<file path="src/rtl/mu0_boot_arbiter.sv">
// Boot sequencer for MU0: streams a loader image into the single-port memory,
// holds the CPU in reset for a few quiet cycles, then hands the memory port to the CPU.
module mu0_boot_arbiter #(
    parameter int DEPTH       = 32,
    parameter int ADDR_W      = 12,
    parameter int DATA_W      = 16,
    parameter int HOLD_CYCLES = 2
) (
    input  logic              clk,
    input  logic              rst_n,
    input  logic              boot_req,
    input  logic              ld_valid,
    input  logic [DATA_W-1:0] ld_data,
    input  logic              ld_last,
    output logic              ld_ready,
    input  logic [ADDR_W-1:0] cpu_addr,
    input  logic [DATA_W-1:0] cpu_wdata,
    input  logic              cpu_memrq,
    input  logic              cpu_rnw,
    output logic              cpu_rst_n,
    output logic [ADDR_W-1:0] mem_addr,
    output logic [DATA_W-1:0] mem_wdata,
    output logic              mem_memrq,
    output logic              mem_rnw,
    output logic              boot_done,
    output logic [ADDR_W-1:0] load_count,
    output logic              load_ovf
);

    localparam int PTR_W = (DEPTH > 1) ? $clog2(DEPTH) : 1;
    localparam int CNT_W = 4;

    typedef enum logic [1:0] {
        LOAD = 2'd0,
        HOLD = 2'd1,
        RUN  = 2'd2
    } state_t;

    state_t            state_reg, state_next;
    logic [PTR_W-1:0]  wr_ptr_reg, wr_ptr_next;
    logic [CNT_W-1:0]  hold_cnt_reg, hold_cnt_next;
    logic [ADDR_W-1:0] load_count_reg, load_count_next;
    logic              load_ovf_reg, load_ovf_next;
    logic              ld_ready_reg, ld_ready_next;
    logic              cpu_rst_n_reg, cpu_rst_n_next;
    logic              accept;
    logic              ptr_at_end;

    // A boot_req cycle never writes, so a pending handshake is dropped.
    assign accept     = (state_reg == LOAD) && ld_ready_reg && ld_valid && !boot_req;
    assign ptr_at_end = (wr_ptr_reg == PTR_W'(DEPTH - 1));

    always_ff @(posedge clk or negedge rst_n) begin
        if (!rst_n) begin
            state_reg      <= LOAD;
            wr_ptr_reg     <= '0;
            hold_cnt_reg   <= '0;
            load_count_reg <= '0;
            load_ovf_reg   <= 1'b0;
            ld_ready_reg   <= 1'b0;
            cpu_rst_n_reg  <= 1'b0;
        end else begin
            state_reg      <= state_next;
            wr_ptr_reg     <= wr_ptr_next;
            hold_cnt_reg   <= hold_cnt_next;
            load_count_reg <= load_count_next;
            load_ovf_reg   <= load_ovf_next;
            ld_ready_reg   <= ld_ready_next;
            cpu_rst_n_reg  <= cpu_rst_n_next;
        end
    end

    always_comb begin
        state_next      = state_reg;
        wr_ptr_next     = wr_ptr_reg;
        hold_cnt_next   = hold_cnt_reg;
        load_count_next = load_count_reg;
        load_ovf_next   = load_ovf_reg;

        case (state_reg)
            LOAD: begin
                if (accept) begin
                    wr_ptr_next     = wr_ptr_reg + PTR_W'(1);
                    load_count_next = load_count_reg + ADDR_W'(1);
                    if (ld_last || ptr_at_end) begin
                        state_next    = HOLD;
                        hold_cnt_next = '0;
                        load_ovf_next = ptr_at_end && !ld_last;
                    end
                end
            end
            HOLD: begin
                if (hold_cnt_reg == CNT_W'(HOLD_CYCLES - 1)) begin
                    state_next = RUN;
                end else begin
                    hold_cnt_next = hold_cnt_reg + CNT_W'(1);
                end
            end
            RUN: begin
                state_next = RUN;
            end
            default: begin
                state_next = LOAD;
            end
        endcase

        // Restart wins over every other transition, from any state.
        if (boot_req) begin
            state_next      = LOAD;
            wr_ptr_next     = '0;
            hold_cnt_next   = '0;
            load_count_next = '0;
            load_ovf_next   = 1'b0;
        end

        ld_ready_next  = (state_next == LOAD);
        cpu_rst_n_next = (state_next == RUN);
    end

    // Memory port mux: CPU owns it in RUN, the loader only on accept cycles.
    always_comb begin
        mem_addr  = '0;
        mem_wdata = '0;
        mem_memrq = 1'b0;
        mem_rnw   = 1'b1;
        if (state_reg == RUN) begin
            mem_addr  = cpu_addr;
            mem_wdata = cpu_wdata;
            mem_memrq = cpu_memrq;
            mem_rnw   = cpu_rnw;
        end else if (accept) begin
            mem_addr  = ADDR_W'(wr_ptr_reg);
            mem_wdata = ld_data;
            mem_memrq = 1'b1;
            mem_rnw   = 1'b0;
        end
    end

    assign ld_ready   = ld_ready_reg;
    assign cpu_rst_n  = cpu_rst_n_reg;
    assign boot_done  = (state_reg == RUN);
    assign load_count = load_count_reg;
    assign load_ovf   = load_ovf_reg;

endmodule
</file>
<file path="config.mk">
export PLATFORM = sky130hd
export DESIGN_NAME = mu0_boot_arbiter
export DESIGN_NICKNAME = d
export VERILOG_FILES = /design/src/rtl/mu0_boot_arbiter.sv
export SDC_FILE = /design/constraint.sdc
export NUM_CORES = 1
export LEC_CHECK = 0
export ABC_AREA = 0
export BUFFER_PORTS_ARGS = -buffer_cell sky130_fd_sc_hd__buf_2
export CAP_MARGIN = 10
export CORE_AREA = 8 8 55 103
export CTS_BUF_LIST = sky130_fd_sc_hd__clkbuf_16
export DETAILED_ROUTE_END_ITERATION = 7
export DIE_AREA = 0 0 63 111
export PLACE_DENSITY = 0.74
export SLEW_MARGIN = 20
export SYNTH_ARGS = -nofsm -noshare
export SYNTH_HDL_FRONTEND = slang
export SYNTH_SLANG_ARGS = --single-unit
</file>
<file path="constraint.sdc">
create_clock -name clk -period 1.7 [get_ports clk]
set_input_delay 0.255 -clock clk [delete_from_list [all_inputs] [get_ports clk]]
set_output_delay 0.255 -clock clk [all_outputs]
set_load 0.05 [all_outputs]
</file>
==> flow_results.org <==
** Outcome
- Status :: complete, but fails checks
- The checks that failed: hold timing, setup timing.

** STA
- The number of hold violations in the final report is 8.
- Across the routed clock network, the largest skew measured is 0.00204 ns.
- Number of slew-limit violations in the final report :: 0
- Worst slew pin tran :: 0.585 ns
- Setup repair after global routing could not meet its margin everywhere.
- Across all setup checks in the final design, the least slack found is -0.142 ns.
- In the finished design, the share of the clock period the worst path needs comes to 108%.
- Derived from the worst setup path, the maximum achievable clock frequency is 0.543 GHz.
- Hold Slack :: -0.00505 ns
- Measured against its own limit, the worst slew margin works out to 61.0%.
- For the finished layout, the period the worst path requires is 1.84 ns.
- Setup violations remaining at the end of the flow were counted as 31.
- Total negative slack :: -3.67 ns

** Placement
- Number of placed cells counting well taps :: 331
- Instance area after placement :: 2390 sq um
- At the end of routability-driven placement, the weighted congestion stood at 0.795.
- Port buffering added 96 buffers.
- Dpl hpwl :: 4130 microns

** Setup path
- Traced cell by cell, the critical path runs through buf_6 -> and2b_1 -> buf_12 -> a22o_2 -> buf_6.
- Counting both buffers and inverters, the worst setup path holds a total of 3.
- For the worst setup path, the data required time is 1.44 ns.
- Tracing the worst setup path back leads to its startpoint at state_reg[0].
- Critical Path Fanout Max :: 32
- Kind of cell adding the most delay to the critical path :: buffers and inverters
- The cell that appears most often on the critical path is sky130_fd_sc_hd__buf_6.
- STA classifies the critical path startpoint as a register.
- STA classifies the critical path endpoint as a primary output.
- Critical Path AT :: 1.59 ns
- The setup path with the least slack is of type register to primary output.
- The largest individual stage delay along the critical path comes from the cell sky130_fd_sc_hd__dfrtp_1.
- The startpoint identified for the worst register-to-register timing path is state_reg[0].
- On the worst path, the slowest cell contributes a delay of 0.37 ns.

** Power
- For this design the ratio of total power to cell area is 620 nW/um^2.
- For this design the static power due to leakage is 1.34 nW.
- Total design power :: 1.70 mW
- Worst IR Drop VDD :: 0.000416 V

** Clocking
- Maximum root-to-sink buffer count :: 2
- CTS tree :: built
- In this run the number of H-tree levels came out at 1.
- Post-CTS repair timing setup buffer count :: 0
- Number of clock sinks seen by CTS :: 26
- Number of buffers inserted during clock tree synthesis :: 3
- Hold repair after CTS inserted 0 buffers.
- Clock tree synthesis selected as its root buffer the cell sky130_fd_sc_hd__clkbuf_16.
- Clock insertion delay at the later pin of the skew report :: 0.26 ns
- After clock tree synthesis, the clock-pin slew on the worst setup and hold paths is 0.06 ns.

** Route
- Number of vias after detailed routing :: 1812
- After detailed routing, the number of remaining DRC violations is 0.
- Routed wire length per instance :: 17.2 microns
- Iteration-0 DRC Markers :: 90
- Pre-Repair DR Iteration Count :: 4
- Via density per instance :: 5.41
- After detailed routing, the total wire length is 5770 microns.
- Once detail routing completed, the nets flagged for antenna violations numbered 0.

** Layout
- Net count of the finished layout :: 338
- Highest-count cells in the layout ignoring fill and taps :: sky130_fd_sc_hd__buf_2, sky130_fd_sc_hd__buf_6, sky130_fd_sc_hd__dfrtp_1
- Relative to the synthesized area, the layout overhead comes to 63.9%.
- Leading cell type in the layout, fill and taps excluded :: sky130_fd_sc_hd__buf_2
- Final core utilization :: 63.8%
- Max FFs per register :: 12
- Cells with a size suffix above 1 make up 55.2% of the layout.
- The finished layout holds 335 standard cells, fillers aside.
- 0 antenna diodes ended up in the layout.
- Final Instance Area :: 2740 sq um

** GRT
- The first global-routing pass estimated 9340 microns of wire.
- Pin count of the biggest net entering global routing :: 33
- The number of global-route vias before repair was 1852.
- The total overflow left after global routing is 0.
- Global routing used 16.1% of the available tracks across all layers.
- The number of antenna violations at the first check in global routing is 0.

** Synth
- The mapped netlist covers 1670 sq um.
- Post-synthesis net count :: 240
- Counting flops with a built-in enable in the synthesized netlist gives 0.
- Syn Inst Count :: 184
- Cell type with the highest aggregate area in the netlist :: sky130_fd_sc_hd__dfrtp_1
- A synthesized cell averages 9.09 sq um.
- After synthesis, the cell types taking the most area are sky130_fd_sc_hd__dfrtp_1, sky130_fd_sc_hd__a22o_1, sky130_fd_sc_hd__a21oi_1, sky130_fd_sc_hd__ha_1, sky130_fd_sc_hd__mux2_2.
- Counting flops and latches in the post-synthesis netlist gives 26.
- After synthesis, the largest area contributor takes up 38.9% of total cell area.
- Post-synth ARST share :: 100%
- Seq/Total Area, Yosys :: 38.9%
- Number of distinct library cells after synthesis :: 38
- Synth Warn # :: 0
- In the synthesized netlist the dominant register cell turns out to be sky130_fd_sc_hd__dfrtp_1.

** Job
- The tool flagged a number of max-cap violations equal to 0.

** Floorplan
- Core region area :: 4300 sq um
- Measured along the x axis, the die boundary spans 63 microns.
- Die ar. :: 6990 sq um
- Standard-cell rows :: 34
- Vert. Die Dim :: 111 microns
- IO Pins :: 97
- The initial utilization of the core area, before any placement, comes to 38.9%.

** Min path
- In this run the worst hold path is classified as primary input to asynchronous set/reset pin.
per-layer routing:
| metal | global-route usage (%) | vias to the layer above | wire [microns] | share of wire, % |
|---|---|---|---|---|
| li1 | - | 865 | - | - |
| met1 | 17.2 | 878 | 2190 | 38 |
| met2 | 30.0 | 62 | 3180 | 55 |
| met3 | 3.74 | 7 | 323 | 5.6 |
| met4 | 4.29 | 0 | 77 | 1.3 |
| met5 | 0 | - | 0 | 0 |
path summary, 6_finish.rpt:
path                                 endpoint  depth (start not counted)  slack [ns]
worst max register to register  load_count[7]                          4        0.06
worst min-delay path            load_count[4]                          1      -0.005
worst max-delay path             mem_wdata[4]                          5       -0.14
max in group asynchronous            ld_ready                          1        1.29
min in group clk                     load_ovf                          2        0.23
worst min register to register  load_count[0]                          2        0.58
cell type report:
class                           count  area [sq um]
Fill cell                         356          1560
Timing Repair Buffer              108           808
Inverter                            6          22.5
Multi-Input combinational cell    137          1110
Clock buffer                        3          75.1
Clock inverter                      1          3.75
Sequential cell                    26           654
Tap cell                           54          67.6
through the flow:
stage	setup WS (ns)	hold WS (ns)
2_1_floorplan	-0.0551	-0.0406
3_3_place_gp	0.0539	0.289
3_5_place_dp	0.00250	0.288
4_1_cts	-0.133	0.0105
5_1_grt	-0.203	0.0358
6_report	-0.142	-0.00505
logic make-up (layout without fill, tap and decap cells):
group / after synthesis / after routing / synth area share [%]
multiplexers: 6 / 6 / 3.96
AO/OA/AOI/OAI: 54 / 54 / 22.6
buffers and inverters: 21 / 118 / 6.36
AND/OR/NAND/NOR: 70 / 70 / 23.4
adder cells (fa/ha/maj): 5 / 5 / 3.74
flip-flops: 26 / 26 / 38.9
XOR/XNOR: 2 / 2 / 1.05
what timing repair did:
| item | in CTS | in global routing |
|---|---|---|
| hold endpoints to repair | 0 | 0 |
| setup endpoints to repair | 33 | 40 |
| resized for setup | 65 | 12 |
| pin swaps | 0 | 0 |
cells in the mapped netlist, types with 2 or more instances:
| library cell | count |
|---|---|
| sky130_fd_sc_hd__a21oi_1 | 16 |
| sky130_fd_sc_hd__or2b_1 | 2 |
| sky130_fd_sc_hd__clkbuf_1 | 7 |
| sky130_fd_sc_hd__nor4_1 | 4 |
| sky130_fd_sc_hd__o21ai_0 | 6 |
| sky130_fd_sc_hd__o31ai_1 | 3 |
| sky130_fd_sc_hd__dfrtp_1 | 26 |
| sky130_fd_sc_hd__nor2_1 | 15 |
| sky130_fd_sc_hd__nor3b_1 | 2 |
| sky130_fd_sc_hd__inv_1 | 6 |
| sky130_fd_sc_hd__mux2_2 | 5 |
| sky130_fd_sc_hd__ha_1 | 5 |
| sky130_fd_sc_hd__and2_1 | 7 |
| sky130_fd_sc_hd__a22o_1 | 21 |
| sky130_fd_sc_hd__or4_1 | 2 |
| sky130_fd_sc_hd__nor2b_1 | 7 |
| sky130_fd_sc_hd__nand2_1 | 9 |
| sky130_fd_sc_hd__nand3_1 | 5 |
| sky130_fd_sc_hd__xnor2_1 | 2 |
| sky130_fd_sc_hd__buf_2 | 4 |
| sky130_fd_sc_hd__buf_6 | 3 |
| sky130_fd_sc_hd__o221ai_1 | 3 |
| sky130_fd_sc_hd__or3_1 | 7 |
| sky130_fd_sc_hd__nand4_1 | 3 |
report_power, final:
part	switching [mW]	internal (mW)
clock network	0.199	0.314
registers	0.0193	0.640
logic	0.312	0.215
total	0.530	1.17
worst reg2reg max path: stages, from the launching register on:
cell and delay, ns:
sky130_fd_sc_hd__dfrtp_1 0.40, sky130_fd_sc_hd__nand4bb_4 0.28, sky130_fd_sc_hd__buf_4 0.21, sky130_fd_sc_hd__nor4_2 0.28
sky130_fd_sc_hd__mux2_2 0.36
No activity file was read; power rests on OpenSTA's default activity.
